`src/rtl/hld_ctrl_gen_pkg.sv`:
```
// hld_ctrl_gen_pkg: shared FSM state, mode encoding and counter width for the hold-control generator
package hld_ctrl_gen_pkg;
    typedef enum logic [1:0] {IDLE, RUN, PEND} state_t;
    localparam logic MODE_DIV = 1'b0;
    localparam logic MODE_DIR = 1'b1;
    localparam int HLD_CNT_W = 16;
endpackage

```
`src/rtl/hld_phase_cnt.sv`:
```
// hld_phase_cnt: modulo 2^W phase counter with clear, enable and wrap flag
module hld_phase_cnt #(
    parameter int W = 2
) (
    input  logic         clk,
    input  logic         rst,
    input  logic         clr,
    input  logic         inc,
    output logic [W-1:0] q,
    output logic         wrap
);
    assign wrap = inc && (q == {W{1'b1}});
    always_ff @(posedge clk) begin
        if (rst || clr) q <= '0;
        else if (inc) q <= q + 1'b1;
    end
endmodule

```
`src/rtl/hld_ctrl_gen.sv`:
```
// hld_ctrl_gen: staggered one-cycle hold pulses with period-aligned mode switching
module hld_ctrl_gen
    import hld_ctrl_gen_pkg::*;
#(
    parameter int CNT_W = 2,
    parameter int NCH   = 2
) (
    input  logic                 clk,
    input  logic                 rst,
    input  logic                 en,
    input  logic                 M,
    input  logic                 DIV_M,
    output logic [NCH-1:0]       Ctrl_HLD,
    output logic [CNT_W-1:0]     phase,
    output logic                 mode_act,
    output logic [HLD_CNT_W-1:0] hld_cnt
);
    state_t           state;
    logic             wrap;
    logic [CNT_W-1:0] base;
    logic [NCH-1:0]   hit;
    hld_phase_cnt #(.W(CNT_W)) u_cnt (
        .clk  (clk),
        .rst  (rst),
        .clr  (state == IDLE || !en),
        .inc  (state != IDLE),
        .q    (phase),
        .wrap (wrap)
    );
    assign base = mode_act == MODE_DIR ? {{(CNT_W-1){1'b1}}, 1'b0} : {CNT_W{1'b1}};
    always_comb begin
        hit = '0;
        for (int i = 0; i < NCH; i++)
            hit[i] = state != IDLE && en && phase == base - CNT_W'(i) && !(mode_act == MODE_DIV && DIV_M);
    end
    always_ff @(posedge clk) begin
        if (rst) begin
            state    <= IDLE;
            Ctrl_HLD <= '0;
            mode_act <= MODE_DIV;
            hld_cnt  <= '0;
        end else begin
            Ctrl_HLD <= hit;
            if (hit[0]) hld_cnt <= hld_cnt + 1'b1;
            if (!en) state <= IDLE;
            else if (state == IDLE) state <= RUN;
            else if (state == RUN) state <= M != mode_act ? PEND : RUN;
            else if (wrap) begin
                mode_act <= M;
                state    <= RUN;
            end else if (M == mode_act) state <= RUN;
        end
    end
endmodule

```
`config.mk`:
```
export PLATFORM = sky130hd
export DESIGN_NAME = hld_ctrl_gen
export DESIGN_NICKNAME = d
export VERILOG_FILES = /design/src/rtl/hld_ctrl_gen_pkg.sv /design/src/rtl/hld_phase_cnt.sv /design/src/rtl/hld_ctrl_gen.sv
export SDC_FILE = /design/constraint.sdc
export NUM_CORES = 1
export LEC_CHECK = 0
export CELL_PAD_IN_SITES_DETAIL_PLACEMENT = 0
export CELL_PAD_IN_SITES_GLOBAL_PLACEMENT = 1
export CORE_ASPECT_RATIO = 0.7
export CORE_MARGIN = 10
export CORE_UTILIZATION = 25
export DETAILED_ROUTE_END_ITERATION = 10
export PLACE_DENSITY_LB_ADDON = 0.12
export REMOVE_ABC_BUFFERS = 1
export SETUP_SLACK_MARGIN = 0.5
export SLEW_MARGIN = 0
export SYNTH_ARGS = -nofsm -noshare
export SYNTH_HDL_FRONTEND = slang
export SYNTH_SLANG_ARGS = --single-unit
```
`constraint.sdc`:
```
create_clock -name clk -period 2.8 [get_ports clk]
set_input_delay 0.84 -clock clk [delete_from_list [all_inputs] [get_ports clk]]
set_output_delay 0.84 -clock clk [all_outputs]
set_load 0.005 [all_outputs]
```
==> results.md <==
- Result of the run: complete, no violations
- Final Net Count: 159
- Fraction of power spent switching nets: 21.8%
- Bufs on Longest Clock Path: 2
- Headroom to the max-slew limit: roughly 65%
- Clock input transition at the sequential cells of the worst setup and hold paths: 0.08 ns
- Met3 WL: about 220 um
- Ys async rst share: 0%
- Combinational fraction of design power: 4.1%
- Number of vias per cell after detailed routing: 5.11
- Y dimension of the die: 75.1 um
- Placeable Area: 0.00404 mm2
- Post-cts hold buffer count: 0
- Final count of negative-setup-slack endpoints: 0
- Fin crit period: around 2.2 ns
- Clock Tree Root: sky130_fd_sc_hd__clkbuf_8
- Initial cell density of the core: 26.9%
- Cells taking the most area after synthesis: sky130_fd_sc_hd__dfxtp_1, sky130_fd_sc_hd__a21oi_1, sky130_fd_sc_hd__o31ai_1
- Total Die Area: 0.00742 mm2
- HPWL after detailed placement: ~2.1 mm
- Number of buffers inserted by port buffering: 25
- Detailed route wirelength on metal2: between 1 and 1.5 mm
- Biggest area consumer among synthesized cells: sky130_fd_sc_hd__dfxtp_1
- Part of the Yosys area used for sequential elements: 42.4%
- Drt total wl: between 3 and 4 mm
- Category of the worst setup path capture point: register
- Final global-route overflow total: 0
- Post-Syn Instances: ~120
- Arrival time of the worst setup path: 2.36 ns
- Count of unique library cells instantiated by Yosys: 36
- DRC violation count after routing: 0
- Worst skew pair latency: approximately 0.27 ns
- Maximum number of pins on one net before global-route repair: 17
- Max-cap viol count: 0
- Initial DRT Pass Iterations: 4
- Final-report hold violation count: 0
- Antenna diode instance count: 0
- Switching power summed over all nets: 0.123 mW
- Library cell contributing the largest single delay on the critical path: sky130_fd_sc_hd__clkdlybuf4s50_1
- Number of violations reported at the end of detailed-routing iteration 0: 46
- Number of sinks handled by clock tree synthesis: 23
- Int Pwr: 0.441 mW
- Worst setup slack for register-to-register paths: 1.08 ns
- Vias after detailed routing: 1,038
- Sequential fraction of design power: between 50 and 60%
- Global-route wire length before repair: ~4.9 mm
- Post-synth EDFFs: 0
- Most used cells in the layout excluding fill and tap cells: sky130_fd_sc_hd__clkdlybuf4s50_1, sky130_fd_sc_hd__dfxtp_1, sky130_fd_sc_hd__a21oi_1, sky130_fd_sc_hd__o31ai_1, sky130_fd_sc_hd__or4_1
- Final period utilization: 78.5%
- Final slew viol count: 0
- Worst path max stage delay: 0.57 ns
- Die Wd: 98.8 um
- Count of H-tree levels built during CTS: 1
- Number of synthesized register bits: 23
- Antenna violations before repair: 0
- Clk network pwr share: 37.2%
- Kind of critical path: input pin to register
- Setup clock skew after layout: 0.00359 ns
- Detailed-routing wirelength on met1: 1.55 mm
- RSZ-0062 raised after global routing: false
- Number of standard-cell rows in the floorplan: 19
- Number of placed I/O pins: 26
- GPL Wtd Cong: 0.705
- Required arrival time at the worst endpoint: a little under 3 ns
- Critical path peak fanout: 5
- Classification of the worst-slack hold path: register to register
- Yosys warns: 0
- Clock tree from TritonCTS: yes
- Uppermost signal routing layer after detailed routing: met4
- P&R area growth vs syn: 40.4%
- Post-layout utilization of the core: 37.7%
- Total negative slack for setup checks: 0 ns
- Number of CTS-inserted buffers: 3
- Number of global-route vias before repair: 997
- Number of nets with antenna violations after detailed routing: 0
- Top achievable clock speed: 455 MHz
- Actual transition at the worst max-transition pin: 0.530 ns
- Cell chain of the critical path: clkdlybuf4s50_1 -> o211a_4 -> o21ai_4 -> nor4b_4 -> mux2_2
- Portion of synthesized cell area occupied by the leading cell type: a little over two fifths
- Leakage power figure: 0.526 nW
- Total global routing track utilization: 7.99%
- Average instance area after synthesis: about 9.1 um2
- Pwr Density: 370 mW/mm2
- Post-synthesis instance area: roughly 0.0011 mm2
- Startpoint type of the worst setup path: input pin
- Cell family with the largest share of critical-path delay: buffers and inverters
- VDD IR-drop max: ~0.15 mV
- Main synth FF type: sky130_fd_sc_hd__dfxtp_1
- Most common cell after layout, fill and taps aside: sky130_fd_sc_hd__clkdlybuf4s50_1
- Buf+Inv Stages, Crit Path: 1
- Post-DR wirelength/cell: 15.2 um
- Share of cells above drive strength 1: 13.2%
## cell type report
class / count / area (um2)
well taps: 52 / 65.1
multi-input cells: 89 / 638
repair buffers: 32 / 305
inverters: 3 / 11.3
clock buffers: 4 / 45.0
fillers: 429 / 2520
flip-flops and latches: 23 / 460
## routing by layer
metal | track usage, % | up-vias
li1 | - | 519
met1 | 9.98 | 499
met2 | 11.7 | 18
met3 | 4.20 | 2
met4 | 2.38 | 0
met5 | 0 | -
## logic make-up (layout without fill, tap and decap cells)
kind of cell	after synthesis	in the layout	synth area share, %
XOR/XNOR	3	3	2.42
flip-flops	23	23	42.4
AND/OR/NAND/NOR	47	47	27.3
AO/OA/AOI/OAI	33	34	19.1
buffers and inverters	8	39	3.57
multiplexers	3	3	2.88
adder cells (fa/ha/maj)	2	2	2.30
## sequential cells by signal, indices dropped and copies added, names as in the netlist
| register | count |
|---|---|
| Ctrl_HLD | 2 |
| u_cnt.q | 2 |
| state | 2 |
| hld_cnt | 16 |
| mode_act | 1 |
## power by group through the flow
| stage | clock [mW] | combinational, mW | sequential (mW) |
|---|---|---|---|
| global placement | 0 | 0.0221 | 0.338 |
| floorplan | 0 | 0.00561 | 0.338 |
| detailed placement | 0 | 0.0225 | 0.338 |
| finish | 0.210 | 0.0233 | 0.331 |
| global route | 0.228 | 0.0256 | 0.332 |
| CTS | 0.217 | 0.0226 | 0.331 |
## synth_stat cells (2+ instances only)
master / instances
sky130_fd_sc_hd__clkbuf_1: 3
sky130_fd_sc_hd__nor3_1: 2
sky130_fd_sc_hd__nor2_1: 7
sky130_fd_sc_hd__mux2i_1: 2
sky130_fd_sc_hd__a21oi_1: 13
sky130_fd_sc_hd__dfxtp_1: 23
sky130_fd_sc_hd__o31ai_1: 8
sky130_fd_sc_hd__nand3_1: 4
sky130_fd_sc_hd__nor2b_1: 2
sky130_fd_sc_hd__or4_1: 8
sky130_fd_sc_hd__nand4_1: 3
sky130_fd_sc_hd__xor2_1: 3
sky130_fd_sc_hd__nand2_1: 4
sky130_fd_sc_hd__and4_1: 2
sky130_fd_sc_hd__or3_1: 4
sky130_fd_sc_hd__inv_1: 3
sky130_fd_sc_hd__o21ai_0: 6
sky130_fd_sc_hd__ha_1: 2
sky130_fd_sc_hd__and2_1: 3
## per-stage QoR
step / setup slack (ns) / hold slack [ns] / instance area, um2 / cells / power (mW)
detailed placement: 0.124 / 0.487 / 1400 / 194 / 0.361
floorplan: 0.763 / 0.462 / 1060 / 114 / 0.343
global placement: 0.185 / 0.473 / 1400 / 194 / 0.361
CTS: 0.517 / 0.499 / 1460 / 198 / 0.571
finish: 0.602 / 0.491 / 1530 / 203 / 0.564
global route: 0.529 / 0.526 / 1530 / 203 / 0.585
## timing repair
item	CTS	global route
pin swaps	0	3
resized for setup	2	5
gates cloned	0	1
endpoints found under the setup margin	1	8
setup buffers	0	4
## tightest hold or removal path: cells and delay by family (launching register included)
family | cells | cell delay, ns
AO/OA/AOI/OAI | 2 | 0.12
flip-flops | 1 | 0.33
## worst paths after layout
kind,from,endpoint,depth (start not counted)
worst max-delay path,en,hld_cnt[13],5
worst min-delay path,hld_cnt[15],hld_cnt[15],2
worst max register to register,u_cnt.q[0],hld_cnt[13],4
worst min register to register,hld_cnt[15],hld_cnt[15],2
No activity file was read; power rests on OpenSTA's default activity.
